[src/rtl/target_sequencer_pkg.sv]
// Shared whack-a-box game constants: FSM encoding and screen-select codes,
// also used by the datapath and the VGA screen mux.
package target_sequencer_pkg;

    localparam logic [2:0] ST_IDLE = 3'd0;
    localparam logic [2:0] ST_PICK = 3'd1;
    localparam logic [2:0] ST_SHOW = 3'd2;
    localparam logic [2:0] ST_GAP  = 3'd3;
    localparam logic [2:0] ST_DONE = 3'd4;

    localparam logic [2:0] MIF_LOBBY = 3'd0;
    localparam logic [2:0] MIF_GAP   = 3'd7;
    localparam logic [2:0] NO_BOX    = 3'd0;

    typedef logic [2:0] box_t;

    // A box id is playable when it is non-zero and within the configured box count.
    function automatic logic box_valid(input box_t b, input int unsigned num_boxes);
        return (b != NO_BOX) && (32'(b) <= num_boxes);
    endfunction

endpackage

[src/rtl/target_sequencer_box_debounce.sv]
// Sensor input conditioning: 2-flop synchroniser, stability counter, and a
// one-shot press event that re-arms only after a stable release to NO_BOX.
module box_debounce
    import target_sequencer_pkg::*;
#(
    parameter int DEBOUNCE_CYCLES = 500_000
) (
    input  logic       clk_i,
    input  logic       rst_i,
    input  logic [2:0] box_i,
    output logic       press_o,
    output logic [2:0] press_box_o
);
    localparam int CW = (DEBOUNCE_CYCLES > 1) ? $clog2(DEBOUNCE_CYCLES) : 1;
    localparam logic [CW-1:0] LAST = CW'(DEBOUNCE_CYCLES - 1);

    box_t          sync1_q, sync2_q, cand_q, cand_d;
    logic [CW-1:0] cnt_q, cnt_d;
    logic          armed_q, armed_d;
    logic          press_q, press_d;

    always_comb begin
        cand_d  = cand_q;
        cnt_d   = cnt_q;
        armed_d = armed_q;
        press_d = 1'b0;
        if (sync2_q != cand_q) begin
            cand_d = sync2_q;
            cnt_d  = '0;
        end else if (cnt_q != LAST) begin
            cnt_d = cnt_q + CW'(1);
        end else if (cand_q == NO_BOX) begin
            armed_d = 1'b1;
        end else if (armed_q) begin
            // Fire once per stable press; holding the box keeps it disarmed.
            press_d = 1'b1;
            armed_d = 1'b0;
        end
    end

    always_ff @(posedge clk_i) begin
        if (rst_i) begin
            sync1_q <= NO_BOX;
            sync2_q <= NO_BOX;
            cand_q  <= NO_BOX;
            cnt_q   <= '0;
            armed_q <= 1'b1;
            press_q <= 1'b0;
        end else begin
            sync1_q <= box_i;
            sync2_q <= sync1_q;
            cand_q  <= cand_d;
            cnt_q   <= cnt_d;
            armed_q <= armed_d;
            press_q <= press_d;
        end
    end

    assign press_o     = press_q;
    assign press_box_o = cand_q;

endmodule

[src/rtl/target_sequencer.sv]
// Whack-a-box round controller: picks a target from the LFSR, shows it, and
// judges debounced sensor presses against it inside a timed window.
module target_sequencer
    import target_sequencer_pkg::*;
#(
    parameter int WINDOW_CYCLES   = 50_000_000,
    parameter int GAP_CYCLES      = 12_500_000,
    parameter int DEBOUNCE_CYCLES = 500_000,
    parameter int NUM_ROUNDS      = 30,
    parameter int NUM_BOXES       = 6
) (
    input  logic       CLOCK_50,
    input  logic       reset,
    input  logic       start_game,
    input  logic [2:0] lfsr_output,
    input  logic [2:0] box_address,
    output logic [2:0] mif_control_signal,
    output logic       hit_pulse,
    output logic       miss_pulse,
    output logic       wrong_pulse,
    output logic [5:0] round_count,
    output logic       game_over,
    output logic       busy
);
    localparam int WW = (WINDOW_CYCLES > 1) ? $clog2(WINDOW_CYCLES) : 1;
    localparam int GW = (GAP_CYCLES > 1) ? $clog2(GAP_CYCLES) : 1;
    localparam logic [WW-1:0] WIN_LAST = WW'(WINDOW_CYCLES - 1);
    localparam logic [GW-1:0] GAP_LAST = GW'(GAP_CYCLES - 1);

    logic [2:0]    state_q, state_d;
    box_t          target_q, target_d, prev_q, prev_d;
    logic [WW-1:0] win_q, win_d;
    logic [GW-1:0] gap_q, gap_d;
    logic [5:0]    round_q, round_d;
    logic          hit_q, hit_d, miss_q, miss_d, wrong_q, wrong_d;
    logic          press;
    box_t          press_box;

    box_debounce #(.DEBOUNCE_CYCLES(DEBOUNCE_CYCLES)) u_debounce (
        .clk_i      (CLOCK_50),
        .rst_i      (reset),
        .box_i      (box_address),
        .press_o    (press),
        .press_box_o(press_box)
    );

    always_comb begin
        state_d  = state_q;
        target_d = target_q;
        prev_d   = prev_q;
        win_d    = win_q;
        gap_d    = gap_q;
        round_d  = round_q;
        hit_d    = 1'b0;
        miss_d   = 1'b0;
        wrong_d  = 1'b0;
        case (state_q)
            ST_IDLE, ST_DONE: begin
                if (start_game) begin
                    state_d = ST_PICK;
                    round_d = '0;
                end
            end
            ST_PICK: begin
                // Never repeat the previous target; resample next cycle instead.
                if (box_valid(lfsr_output, NUM_BOXES) && lfsr_output != prev_q) begin
                    target_d = lfsr_output;
                    prev_d   = lfsr_output;
                    win_d    = '0;
                    state_d  = ST_SHOW;
                end
            end
            ST_SHOW: begin
                win_d = win_q + WW'(1);
                if (press && press_box == target_q) begin
                    hit_d   = 1'b1;
                    gap_d   = '0;
                    state_d = ST_GAP;
                end else if (win_q == WIN_LAST) begin
                    miss_d  = 1'b1;
                    gap_d   = '0;
                    state_d = ST_GAP;
                end else if (press) begin
                    wrong_d = 1'b1;
                end
            end
            ST_GAP: begin
                gap_d = gap_q + GW'(1);
                if (gap_q == GAP_LAST) begin
                    round_d = round_q + 6'd1;
                    state_d = (round_d == 6'(NUM_ROUNDS)) ? ST_DONE : ST_PICK;
                end
            end
            default: state_d = ST_IDLE;
        endcase
    end

    always_ff @(posedge CLOCK_50) begin
        if (reset) begin
            state_q  <= ST_IDLE;
            target_q <= NO_BOX;
            prev_q   <= NO_BOX;
            win_q    <= '0;
            gap_q    <= '0;
            round_q  <= '0;
            hit_q    <= 1'b0;
            miss_q   <= 1'b0;
            wrong_q  <= 1'b0;
        end else begin
            state_q  <= state_d;
            target_q <= target_d;
            prev_q   <= prev_d;
            win_q    <= win_d;
            gap_q    <= gap_d;
            round_q  <= round_d;
            hit_q    <= hit_d;
            miss_q   <= miss_d;
            wrong_q  <= wrong_d;
        end
    end

    always_comb begin
        case (state_q)
            ST_PICK, ST_GAP: mif_control_signal = MIF_GAP;
            ST_SHOW:         mif_control_signal = target_q;
            default:         mif_control_signal = MIF_LOBBY;
        endcase
    end

    assign hit_pulse   = hit_q;
    assign miss_pulse  = miss_q;
    assign wrong_pulse = wrong_q;
    assign round_count = round_q;
    assign game_over   = (state_q == ST_DONE);
    assign busy        = (state_q == ST_PICK) || (state_q == ST_SHOW) || (state_q == ST_GAP);

endmodule

[config.mk]
export PLATFORM = sky130hd
export DESIGN_NAME = target_sequencer
export DESIGN_NICKNAME = d
export VERILOG_FILES = /design/src/rtl/target_sequencer_pkg.sv /design/src/rtl/target_sequencer_box_debounce.sv /design/src/rtl/target_sequencer.sv
export SDC_FILE = /design/constraint.sdc
export NUM_CORES = 1
export LEC_CHECK = 0
export ABC_AREA = 1
export CAP_MARGIN = 30
export CORE_ASPECT_RATIO = 2
export CORE_MARGIN = 4
export CORE_UTILIZATION = 55
export DETAILED_ROUTE_END_ITERATION = 16
export DONT_BUFFER_PORTS = 1
export HOLD_SLACK_MARGIN = 0.02
export PLACE_DENSITY_LB_ADDON = 0.3
export SLEW_MARGIN = 20
export SYNTH_ARGS = -nofsm -noshare
export SYNTH_HDL_FRONTEND = slang
export SYNTH_SLANG_ARGS = --single-unit
[constraint.sdc]
create_clock -name CLOCK_50 -period 1.75 [get_ports CLOCK_50]
set_input_delay 0.0875 -clock CLOCK_50 [delete_from_list [all_inputs] [get_ports CLOCK_50]]
set_output_delay 0.0875 -clock CLOCK_50 [all_outputs]
set_load 0.05 [all_outputs]
==> reports/metrics.cfg, run 1 <==
[run_status]
status = finished clean

[worst_hold_path]
hp-class = in -> reg

[place]
dp_cells = 993
dp_hpwl_mm = 10.63
gp_congestion = 0.9801
numPortBuffers = 0
pre_cts_ws_ns = 0.003358

[sta]
timing.final.crit_share_pct = 95.22
rsz0062_at_grt = true
setup_viol = 0
layout_setup_ws_ns = 0.08357
slew_violations = 0
hold_viol_final = 0
finClkSkew_ns = 0.006886
slew_headroom_pct = 65.31
tightest_slew_ns = 0.5197
hold_slack_ns = 0.04848
fmax_ghz = 0.6001
min_period_ns = 1.666

[worst_setup_path]
arrival_ns = 1.91
required_ns = 2.00
worstPathCellList = ha_2 -> nand2_2 -> nor2_4 -> nand2_1 -> nor2_1 -> nand2_2 -> nand3_4 -> nand2_8 -> buf_4 -> o21ai_2 -> inv_1
cpMostUsedCell = nand2_2
startpoint_type = flip-flop
cp_slowest_cell = dfxtp_1
cp_max_fo = 9
cp-end-kind = flip-flop
crit_type = reg -> reg
slowest_delay_ns = 0.36

[synth]
synth_warnings = 0
synthCells = 850
ys_types = 35
seq_area_frac_synth_pct = 35.47
synth_ff_type = dfxtp_1
ys_ff_latch = 95
synth_compound_area_share_pct = 12.93
synth_area_um2 = 5361
synth_xor_area_share_pct = 1.470
synthArstFlopShare_pct = 0
synth_most_common_cell = nand2_1
syn_nets = 864
synthTopCellsByCount = 199 x nand2_1, 129 x inv_1, 104 x nor2_1
synth_top_area_share_pct = 35.47
yosys.area.top_type = dfxtp_1
synth-simple-area-share_pct = 37.90
synth_fa_ha_area_share_pct = 1.167
synth.area.top_cells = dfxtp_1 35%, nand2_1 14%, inv_1 9.0%, nor2_1 7.3%, nand3_1 7.2%
synth-edff-count = 0
avgSynthCellArea_um2 = 6.308
synthMuxAreaShare_pct = 0
synth_top_family_by_area = simple AND/OR/NAND/NOR gates

[floorplan]
die-area_um2 = 11490
fp.dieH_um = 147.6
die_w_um = 77.82
start_util_pct = 56.75
fp-row-count = 50
pin_count = 23
core_um2 = 9447

[pwr]
p_leak_nw = 2.380
clkPwrFrac_pct = 33.9
power_frac_seq_pct = 39.9
p_sw_mw = 1.954
p_int_mw = 3.839
peakVddDrop_mv = 0.5515
power_frac_comb_pct = 26.2
finalPower_mw = 5.793
switching_share_pct = 33.73
cellPowerDensity_nw_per_um2 = 927.6

[global_route]
grt_max_degree = 47
grt_usage_pct = 25.16
grt_pass1_vias = 5324
antenna_found_initial = 1
grt_first_pass_wirelength_mm = 23.41
gr-total-overflow = 0

[final_layout]
areaGrowthSynthToFinish_pct = 16.48
layout.nets = 902
fin_util_pct = 66.11
n_fill_cell = 846
stdcell_count = 1023
drive_gt1_share_pct = 12.67

[flow_run]
maxCapViolations = 0

[detailed_routing]
post-route-drc-count = 0
wl_mm = 14.39
routedWlPerCell_um = 14.07
routed_via_density = 5.470
drt-pass1-iter-count = 7
drt_iter0_markers = 289
ant_nets = 0
num_vias = 5596

[clock_network]
insertion_delay_ns = 0.35
cts_made_buffers = 9
cts_max_path_buffers = 2
tritoncts = yes
clockRootBuffer = clkbuf_16
cts.sinks = 95
htreeDepth = 3
clk_pin_slew_ns = 0.07

flip-flops by register name, summed over array words and instances (netlist names), 3 cells and up:
register and cells:
win_q 26, state_q 3, u_debounce.press_box_o 3, round_count 6, prev_q 3, u_debounce.cnt_q 19
u_debounce.sync1_q 3, gap_q 24, u_debounce.sync2_q 3
worst max-delay path: cells and delay by family, from the launching register on:
family          cells  cell delay [ns]
fa+ha+maj           1             0.20
compound gates      1             0.10
buf+inv             2             0.19
flops               1             0.36
simple gates        7             0.71
cell type report:
type,instances,area (um^2),share of cell area (%)
multi-input combinational,603,2982,47.75
sequential,95,1912,30.62
inverter,135,508.0,8.135
timing repair buffer,44,390.4,6.251
clock buffer,10,229.0,3.667
tap,130,162.7,2.605
clock inverter,5,58.81,0.9417
antenna,1,2.502,0.04007
power by group through the flow:
stage               Combinational, mW  Sequential [mW]  Clock (mW)
floorplan                       0.945             2.34           0
global placement                 1.32             2.34           0
detailed placement               1.35             2.34           0
CTS                              1.40             2.30        1.99
global route                     1.66             2.32        2.08
finish                           1.52             2.31        1.96
per-stage QoR:
step	TNS, ns	area [um^2]
2_1_floorplan	-0.7895	5363
3_3_place_gp	0	5678
3_5_place_dp	0	5678
4_1_cts	0	6048
5_1_grt	-0.1184	6245
6_report	0	6245
path summary, 6_finish.rpt:
| check | start | endpoint | slack, ns | cells after the start |
|---|---|---|---|---|
| hold / removal | reset | gap_q[6] | 0.05 | 2 |
| hold reg to reg | u_debounce.sync1_q[0] | u_debounce.sync2_q[0] | 0.40 | 2 |
| setup reg to reg | win_q[1] | gap_q[11] | 0.08 | 11 |
| setup / recovery | win_q[1] | gap_q[11] | 0.08 | 11 |
logic make-up after synthesis:
group           count (synthesis)
fa+ha+maj                       5
buf+inv                       152
simple gates                  456
flops                          95
compound gates                133
xor+xnor                        9
layer usage:
layer  part of all wire, %  vias to the layer above  routed length [um]  track usage (%)
met5                     0                        -                   0                0
met3                   3.9                       62                 565            5.122
li1                      -                     2817                   -                -
met2                    54                      148                7764            47.59
met4                   5.9                        0                 844            15.86
met1                    36                     2569                5218            23.86
timing repair:
action	CTS	global route
resized for setup	2	38
buffers inserted	0	7
hold endpoints to repair	51	0
endpoints found under the setup margin	3	50
gates cloned	0	0
pin swaps	0	3
hold buffers	7	0
layout by cell type, fill, tap and decap left out, drive strengths merged:
master,Yosys,routed
a211oi,2,2
nor3b,3,3
buf,9,38
nor4b,1,1
clkbuf,8,10
a21oi,70,70
nor3,22,22
bufinv,0,1
nor4,6,6
o21ai,55,55
nand2,204,204
clkinvlp,0,2
diode,0,1
xor2,3,3
clkinv,2,3
dlygate4sd3,0,6
nor2,113,113
dfxtp,95,95
nand3,81,81
a22oi,2,2
or2,5,5
inv,133,134
ha,5,5
xnor2,6,6
o211ai,4,4
nand4,21,21
No activity file was read; power rests on OpenSTA's default activity.
==> inputs of run 2 (changes only) <==
==> constraint.sdc (replaced) <==
create_clock -name CLOCK_50 -period 1.75 [get_ports CLOCK_50]
set_input_delay 0.0875 -clock CLOCK_50 [delete_from_list [all_inputs] [get_ports CLOCK_50]]
set_output_delay 0.0875 -clock CLOCK_50 [all_outputs]
set_load 0.02 [all_outputs]
==> run 2 against run 1 <==
Clock power is essentially flat. Worst hold slack got worse by 0.0030 ns. Sequential share of layout area rose by 0.43 points. Routed wire length is 2.6% lower. Design area shrank 1.2%. Sequential power barely moved. Power decreased by 4.8%. Clock skew grew 0.0050 ns. Final cell count decreased by 0.78%. Largest cell class unchanged. Largest power group unchanged.
==> reports/metrics.cfg, run 2 (synthesis gave the netlist of run 1 again) <==
[run_status]
status = finished clean

[detailed_routing]
num_vias = 5566
wl_mm = 14.02
drt_iter0_markers = 348
drt-pass1-iter-count = 5
post-route-drc-count = 0
routedWlPerCell_um = 13.81
routed_via_density = 5.484
ant_nets = 0

[final_layout]
drive_gt1_share_pct = 12.09
largest_reg_flops = 26
n_fill_cell = 848
num_antenna_cells = 0
layout.nets = 894
top_register = win_q
stdcell_count = 1015
reg_top3 = win_q (26), gap_q (24), u_debounce.cnt_q (19)
final_common_cell = nand2_1
areaGrowthSynthToFinish_pct = 15.10
layout_common_cells = 197 x nand2_1, 127 x inv_1, 98 x nor2_1
fin_util_pct = 65.32

[pwr]
p_leak_nw = 2.350
power_frac_comb_pct = 23.2
power_frac_seq_pct = 41.8
p_int_mw = 3.628
clkPwrFrac_pct = 35.0
p_sw_mw = 1.890
peakVddDrop_mv = 0.6550
switching_share_pct = 34.25
cellPowerDensity_nw_per_um2 = 894.1

[worst_setup_path]
cp-end-kind = flip-flop
worstRegToRegCells = 8
crit_cells = 8
cp_max_fo = 6
crit_type = reg -> reg
cpLargestDelayFamily = simple AND/OR/NAND/NOR gates
cpMostUsedCell = nand3_2
slowest_delay_ns = 0.36
arrival_ns = 1.93
cp_slowest_cell = dfxtp_2
required_ns = 2.02
startpoint_type = flip-flop
worstPathCellList = ha_2 -> nand3_2 -> nor2_2 -> nand3_2 -> o21ai_2 -> buf_4 -> nand3_1 -> a21oi_1
cp.buffers_inverters = 1

[sta]
timing.final.crit_share_pct = 94.71
min_period_ns = 1.657
tightest_slew_ns = 0.4941
slew_violations = 0
slew_headroom_pct = 66.76
layout_setup_ws_ns = 0.09251
fmax_ghz = 0.6033
finClkSkew_ns = 0.01188
setup_viol = 0
hold_viol_final = 0

[worst_hold_path]
hp-class = in -> reg
whs_path_depth = 2

[global_route]
grt_first_pass_wirelength_mm = 23.00
grt_max_degree = 45
grt_pass1_vias = 5329
antenna_found_initial = 0
grt_usage_pct = 24.52
gr-total-overflow = 0

[floorplan]
core_um2 = 9447
fp.dieH_um = 147.6
start_util_pct = 56.75
die-area_um2 = 11490
die_w_um = 77.82
fp-row-count = 50
pin_count = 23

[place]
dp_cells = 989
pre_cts_ws_ns = -0.007587
gp_congestion = 0.9782
dp_hpwl_mm = 10.27
numPortBuffers = 0

[clock_network]
clk_pin_slew_ns = 0.08
tritoncts = yes
htreeDepth = 3
cts.sinks = 95
insertion_delay_ns = 0.35
cts_max_path_buffers = 2
cts_made_buffers = 9
clockRootBuffer = clkbuf_16

[flow_run]
maxCapViolations = 0

## run 2: metrics by stage
step / cell area (um^2) / total power, mW / setup TNS [ns] / hold slack, ns
5_1_grt: 6171 / 5.746 / -0.05997 / 0.05248
3_5_place_dp: 5634 / 3.532 / -0.007587 / 0.1659
3_3_place_gp: 5634 / 3.491 / 0 / 0.1634
2_1_floorplan: 5361 / 3.174 / 0 / 0.1945
6_report: 6171 / 5.518 / 0 / 0.04546
4_1_cts: 6028 / 5.481 / 0 / 0.04208
## run 2: layout make-up
type | instances | area (um^2) | share of cell area (%)
Sequential cell | 95 | 1916 | 31.04
Clock buffer | 9 | 225.2 | 3.650
Tap cell | 130 | 162.7 | 2.636
Multi-Input combinational cell | 603 | 2987 | 48.40
Timing Repair Buffer | 36 | 300.3 | 4.866
Clock inverter | 7 | 72.57 | 1.176
Inverter | 135 | 508.0 | 8.232
## run 2: what timing repair did
action,4_1_cts,5_1_grt
endpoints found under the hold margin,51,0
setup buffers,0,2
endpoints found under the setup margin,1,39
pin swaps,0,4
gates resized for setup,1,39
hold buffers,8,0
## run 2: path summary, 6_finish.rpt
path                              start                    end  slack (ns)
hold reg to reg   u_debounce.sync1_q[2]  u_debounce.sync2_q[2]        0.41
hold / removal                    reset  u_debounce.sync2_q[2]        0.05
setup / recovery               gap_q[0]         round_count[0]        0.09
setup reg to reg               gap_q[0]         round_count[0]        0.09
## run 2: power by group through the flow
stage | logic (mW) | registers, mW | clock network, mW
finish | 1.28 | 2.31 | 1.93
global route | 1.38 | 2.32 | 2.05
CTS | 1.22 | 2.30 | 1.96
detailed placement | 1.19 | 2.35 | 0
global placement | 1.15 | 2.34 | 0
floorplan | 0.835 | 2.34 | 0
## run 2: metal layers
layer  vias to the layer above  part of all wire, %  routed length, um  GRT usage [%]
met5                         -                    0                  0              0
met4                         0                  4.5                636          14.80
met3                        50                  4.4                616          4.451
met2                       170                   55               7661          46.05
met1                      2552                   36               5107          24.19
li1                       2794                    -                  -              -
